[src/rtl/freq_meter_pkg.sv]
// ============================================================
// freq_meter_pkg : shared types and helpers for the frequency meter
// Rev 1.0
// ============================================================
`default_nettype none

package freq_meter_pkg;

  typedef enum logic [2:0] {
    IDLE   = 3'd0,
    CLEAR  = 3'd1,
    GATE   = 3'd2,
    SETTLE = 3'd3,
    EVAL   = 3'd4,
    DONE   = 3'd5
  } state_t;

  localparam logic [1:0] RANGE_1S    = 2'd0;
  localparam logic [1:0] RANGE_100MS = 2'd1;
  localparam logic [1:0] RANGE_10MS  = 2'd2;

  // Gate length in clk cycles for a range index (clk_hz must be divisible by 100)
  function automatic int unsigned gate_len(input int unsigned clk_hz, input logic [1:0] r);
    case (r)
      RANGE_1S:    return clk_hz;
      RANGE_100MS: return clk_hz / 10;
      default:     return clk_hz / 100;
    endcase
  endfunction

endpackage

`default_nettype wire

[src/rtl/freq_gate_timer.sv]
// ============================================================
// freq_gate_timer : loadable down-counter with a zero flag
// Rev 1.0
// ============================================================
`default_nettype none

module freq_gate_timer #(
  parameter int unsigned W = 8
) (
  input  logic         clk,
  input  logic         rst_n,
  input  logic         load,
  input  logic [W-1:0] load_val,
  input  logic         dec,
  output logic         zero
);

  logic [W-1:0] count;

  always_ff @(posedge clk) begin
    if (!rst_n) begin
      count <= '0;
    end else if (load) begin
      count <= load_val;
    end else if (dec && (count != '0)) begin
      count <= count - 1'b1;
    end
  end

  assign zero = (count == '0);

endmodule

`default_nettype wire

[src/rtl/freq_meter_ctrl.sv]
// ============================================================
// freq_meter_ctrl : gate-time sequencer and auto-ranging controller
// Rev 1.0
// ============================================================
`default_nettype none

module freq_meter_ctrl
  import freq_meter_pkg::*;
#(
  parameter int unsigned CLK_HZ     = 100_000_000,
  parameter int unsigned CNT_W      = 32,
  parameter int unsigned HI_TH      = 99_999_999,
  parameter int unsigned LO_TH      = 1_000_000,
  parameter int unsigned SETTLE_CYC = 4,
  parameter int unsigned RANGE_INIT = 0
) (
  input  logic             Clk,
  input  logic             Rst_n,
  input  logic             Start,
  input  logic             Cont,
  input  logic             Auto,
  input  logic [CNT_W-1:0] Cnt_Val,
  input  logic             Cnt_Ovf,
  output logic             Cnt_Clr,
  output logic             Cnt_En,
  output logic [CNT_W-1:0] Result,
  output logic [1:0]       Range,
  output logic             Valid,
  output logic             Overrange,
  output logic             Busy
);

  localparam int unsigned      TW      = $clog2(CLK_HZ);
  localparam logic [CNT_W-1:0] HI_VAL  = CNT_W'(HI_TH);
  localparam logic [CNT_W-1:0] LO_VAL  = CNT_W'(LO_TH);
  localparam logic [1:0]       R_INIT  = 2'(RANGE_INIT);
  localparam logic [TW-1:0]    SET_LD  = TW'(SETTLE_CYC - 1);

  state_t           state, state_next;
  logic [1:0]       range_q, range_next;
  logic [CNT_W-1:0] result_q, result_next;
  logic             ovr_q, ovr_next;
  logic             tmr_load, tmr_dec, tmr_zero;
  logic [TW-1:0]    tmr_load_val;
  logic             saturated;
  logic [CNT_W-1:0] sat_val;

  freq_gate_timer #(.W(TW)) u_timer (
    .clk      (Clk),
    .rst_n    (Rst_n),
    .load     (tmr_load),
    .load_val (tmr_load_val),
    .dec      (tmr_dec),
    .zero     (tmr_zero)
  );

  always_ff @(posedge Clk) begin
    if (!Rst_n) begin
      state    <= IDLE;
      range_q  <= R_INIT;
      result_q <= '0;
      ovr_q    <= 1'b0;
    end else begin
      state    <= state_next;
      range_q  <= range_next;
      result_q <= result_next;
      ovr_q    <= ovr_next;
    end
  end

  always_comb begin
    state_next   = state;
    range_next   = range_q;
    result_next  = result_q;
    ovr_next     = ovr_q;
    tmr_load     = 1'b0;
    tmr_load_val = '0;
    tmr_dec      = 1'b0;
    saturated    = Cnt_Ovf || (Cnt_Val > HI_VAL);
    sat_val      = Cnt_Ovf ? '1 : Cnt_Val;

    case (state)
      IDLE: begin
        if (Start) state_next = CLEAR;
      end
      CLEAR: begin
        tmr_load     = 1'b1;
        tmr_load_val = TW'(gate_len(CLK_HZ, range_q) - 1);
        state_next   = GATE;
      end
      GATE: begin
        // The timer is reused to time the settle window once the gate closes
        if (tmr_zero) begin
          tmr_load     = 1'b1;
          tmr_load_val = SET_LD;
          state_next   = SETTLE;
        end else begin
          tmr_dec = 1'b1;
        end
      end
      SETTLE: begin
        if (tmr_zero) state_next = EVAL;
        else          tmr_dec    = 1'b1;
      end
      EVAL: begin
        if (Auto && saturated && (range_q < RANGE_10MS)) begin
          range_next = range_q + 2'd1;
          state_next = CLEAR;
        end else if (saturated) begin
          result_next = sat_val;
          ovr_next    = 1'b1;
          state_next  = DONE;
        end else if (Auto && (Cnt_Val < LO_VAL) && (range_q > RANGE_1S)) begin
          range_next = range_q - 2'd1;
          state_next = CLEAR;
        end else begin
          result_next = Cnt_Val;
          ovr_next    = 1'b0;
          state_next  = DONE;
        end
      end
      DONE: begin
        state_next = Cont ? CLEAR : IDLE;
      end
      default: state_next = IDLE;
    endcase
  end

  assign Cnt_Clr   = (state == CLEAR);
  assign Cnt_En    = (state == GATE);
  assign Valid     = (state == DONE);
  assign Busy      = (state != IDLE);
  assign Result    = result_q;
  assign Range     = range_q;
  assign Overrange = ovr_q;

endmodule

`default_nettype wire
[config.mk]
export PLATFORM = sky130hd
export DESIGN_NAME = freq_meter_ctrl
export DESIGN_NICKNAME = d
export VERILOG_FILES = /design/src/rtl/freq_meter_pkg.sv /design/src/rtl/freq_gate_timer.sv /design/src/rtl/freq_meter_ctrl.sv
export SDC_FILE = /design/constraint.sdc
export NUM_CORES = 1
export LEC_CHECK = 0
export BUFFER_PORTS_ARGS = -buffer_cell sky130_fd_sc_hd__buf_2
export CORE_MARGIN = 1.5
export CORE_UTILIZATION = 49
export DETAILED_ROUTE_END_ITERATION = 10
export PLACE_DENSITY = 0.76
export SLEW_MARGIN = 40
export SYNTH_ARGS = -nofsm -noshare
export SYNTH_HDL_FRONTEND = slang
export SYNTH_HIERARCHICAL = 1
export SYNTH_SLANG_ARGS = --single-unit
[constraint.sdc]
create_clock -name Clk -period 2.6 [get_ports Clk]
set_input_delay 0.52 -clock Clk [delete_from_list [all_inputs] [get_ports Clk]]
set_output_delay 0.52 -clock Clk [all_outputs]
set_load 0.005 [all_outputs]
==> flow_metrics.tcl <==
set metrics [dict create \
    status "completed" \
    initial_utilization 0.5110 \
    multi_input_area_um2 2074 \
    wl_per_cell_um 16.31 \
    r2r_end "u_timer/count[19]$_SDFFE_PN0P_" \
    whs_ns 0.4356 \
    cts_tree "done" \
    cp-end-kind "flip-flop" \
    grt.total_usage 0.2514 \
    reg2reg_slack_ns 0.05 \
    vdd_drop_max_uv 356.8 \
    path_delay_family "simple AND/OR/NAND/NOR gates" \
    cp_cell_sequence "inv_1 > ha_2 > nor2b_4 > nand4_1 > nor3_4 > nor2_2 > inv_2 > or3_4 > a311o_1 > or4_1 > a31oi_1" \
    place.gp.congestion 0.9644 \
    die_y_um 87.41 \
    power.leakage_nw 1.738 \
    crit_arrival_ns 2.82 \
    post_dp_cell_area_um2 4054 \
    dr.first_iter.drc_count 259 \
    seq_area_um2 1304 \
    min_from "Cnt_Val[3]" \
    cp_max_fo 6 \
    vias 3637 \
    period_share 0.9790 \
    worst-path-stages 11 \
    cap_violations 0 \
    syn_nets 438 \
    ioPinCount 77 \
    critical_path_required_ns 2.87 \
    path_clk_slew_ns 0.07 \
    place_inst 565 \
    worst_slack_ns 0.05454 \
    synthesis.area_um2 3491 \
    grt-ovfl-total 0 \
    die_area_um2 7640 \
    reg2reg_from "u_timer/count[0]$_SDFFE_PN0P_" \
    synthCells 395 \
    avgSynthCellArea_um2 8.838 \
    synthToLayoutAreaGrowth_pct 23.40 \
    core_um2 6832 \
    ys_async_sr_fraction 0 \
    whs_endpoint "Result[3]$_SDFFE_PN0P_" \
    h-tree-depth 3 \
    wl_um 9507 \
    hold_depth 2 \
    setup_violations 0 \
    reg2regPathDepth 11 \
    die_x_um 87.41 \
    rsz0062_at_grt "yes" \
    slew_viol_final 0 \
    cp_slowest_stage_delay_ns 0.48 \
    instances_no_fill 583 \
    power_density_nw_per_um2 686.6 \
    hold_buffers 0 \
    ys_seq_area_frac 0.3728 \
    worstMarginPinSlew_ns 0.6910 \
    fin_area_um2 4308 \
    ys_top_cells_by_area "dfxtp_1 (37%), o221a_2 (8.7%), o21ai_0 (4.6%)" \
    hold_class "in2reg" \
    synth_edf_count 0 \
    hpwlAfterDp_um 6724 \
    yosysWarningCount 6 \
    rows 30 \
    cts_buffer_depth 2 \
    synth_top_flop_cell "dfxtp_1" \
    cts.sinks 65 \
    relSlewSlack 0.5354 \
    portBuffers 76 \
    synth_cell_types 60 \
    dp_slack_ns 0.01679 \
    grt_pass1_wl_um 15160 \
    power_mw 2.958 \
    via_per_inst 6.238 \
    synth_top_area_frac 0.3728 \
    cp_num_buf_inv 2 \
    finClkSkew_ns 0.006765 \
    diodes 0 \
    clockRootBuffer "clkbuf_8" \
    critical_path_class "reg2reg" \
    clk_latency_ns 0.35 \
    drcViolationCount 0 \
    drive_above_1_share 0.3511 \
    fmax_mhz 392.9 \
    synth-seq-cells 65 \
    final_nets 525 \
    fin_crit_ns 2.545 \
    dr.pass1.iters 8 \
    nFillCells 601 \
    grt_pass1_vias 3266 \
    crit_path_start_kind "flip-flop" \
    antenna_found_initial 0 \
    grt_start_max_net_pins 44 \
    synth_area_leader_cell "dfxtp_1" \
    hold_violations 0 \
    cts_buffers 9 \
    slowest_stage "or4_1" \
    ant_nets 0 \
]
[cells by family after synthesis]
kind of cell,after synthesis,share of synthesized area
adders and majority gates,5,0.01792
and+or+nand+nor,148,0.2430
DFF,65,0.3728
buffers and inverters,36,0.05340
other,1,0.001074
muxes,2,0.005735
AOI/OAI and AO/OA,127,0.2785
xor gates and xnor gates,11,0.02760
[layer usage]
metal	GRT usage	wire, um	up-vias
met5	0	0	-
met4	0.1126	175	0
met3	0.04645	666	22
met2	0.4217	4615	172
met1	0.3130	4050	1728
li1	-	-	1715
[placed cells by master, fill, tap and decap left out, types with 2 or more instances in the layout]
cell | synthesis | layout
buf_2 | 2 | 76
dfxtp_1 | 65 | 63
o21ai_0 | 32 | 31
nor2_1 | 31 | 30
o221a_2 | 27 | 27
nand2_1 | 26 | 26
buf_4 | 1 | 21
nand4_1 | 15 | 15
a31oi_1 | 15 | 15
nor3_1 | 14 | 14
inv_1 | 12 | 11
a21oi_1 | 11 | 11
xnor2_1 | 10 | 10
clkbuf_8 | 0 | 10
a311oi_1 | 9 | 9
o31ai_1 | 8 | 8
or3_1 | 7 | 6
o22ai_1 | 6 | 6
or4_1 | 7 | 6
nor2b_1 | 6 | 5
nor4_1 | 5 | 5
and2_1 | 4 | 4
nor3b_1 | 5 | 4
ha_1 | 5 | 4
clkinv_2 | 0 | 4
a211oi_1 | 4 | 4
nand2b_1 | 3 | 3
and3_1 | 3 | 3
and4_2 | 2 | 2
or4_4 | 1 | 2
o211a_4 | 1 | 2
a21boi_0 | 2 | 2
mux2i_1 | 2 | 2
o211a_1 | 2 | 2
nand4b_1 | 2 | 2
nor4_2 | 2 | 2
nand3_1 | 2 | 2
or3_2 | 2 | 2
dfxtp_2 | 0 | 2
[synthesized netlist by cell type, types with 3 or more instances]
library cell  count
nor2_1           31
or3_1             7
inv_1            12
nor3_1           14
xnor2_1          10
and2_1            4
o221a_2          27
clkbuf_1         15
dfxtp_1          65
a21oi_1          11
nand2_1          26
nor3b_1           5
buf_6             3
or4_1             7
o22ai_1           6
a31oi_1          15
nor4_1            5
nor4b_1           3
and3_1            3
a211oi_1          4
nand4_1          15
ha_1              5
nand2b_1          3
o21ai_0          32
nor2b_1           6
o31ai_1           8
a311oi_1          9
[layout make-up]
cell class / instances / share of cell area
Timing Repair Buffer: 99 / 0.1322
Sequential cell: 65 / 0.3026
Inverter: 12 / 0.01046
Clock buffer: 10 / 0.03195
Tap cell: 96 / 0.02788
Multi-Input combinational cell: 295 / 0.4816
Clock inverter: 6 / 0.01336
[per-stage QoR]
step	TNS, ns	util
2_1_floorplan	-0.02326	-
3_3_place_gp	0	0.5934
3_5_place_dp	0	0.5934
4_1_cts	0	0.6220
5_1_grt	-0.004923	0.6306
6_report	0	0.6306
[worst max-delay path by stage]
stage	from	end	slack, ns
global route	u_timer/count[0]$_SDFFE_PN0P_	u_timer/count[15]$_SDFFE_PN0P_	-0.005
detailed placement	u_timer/count[0]$_SDFFE_PN0P_	u_timer/count[15]$_SDFFE_PN0P_	0.02
finish	u_timer/count[0]$_SDFFE_PN0P_	u_timer/count[19]$_SDFFE_PN0P_	0.05
floorplan	u_timer/count[0]$_SDFFE_PN0P_	u_timer/count[15]$_SDFFE_PN0P_	-0.008
global placement	u_timer/count[0]$_SDFFE_PN0P_	u_timer/count[17]$_SDFFE_PN0P_	0.13
CTS	u_timer/count[0]$_SDFFE_PN0P_	u_timer/count[15]$_SDFFE_PN0P_	0.02
[what timing repair did]
item	CTS	global route
resized for setup	0	9
setup endpoints to repair	0	32
setup buffers	0	1
[registers in the layout (all words and copies together) (netlist names)]
register and flops:
Result 32, u_timer/count 27, state 3, Range 2, Overrange 1
[power by group]
group          internal [mW]  switching (mW)
Clock                  0.462           0.405
Sequential              1.07          0.0889
Combinational          0.368           0.559
Total                   1.90            1.05
Power figures use the tool's default switching activity.
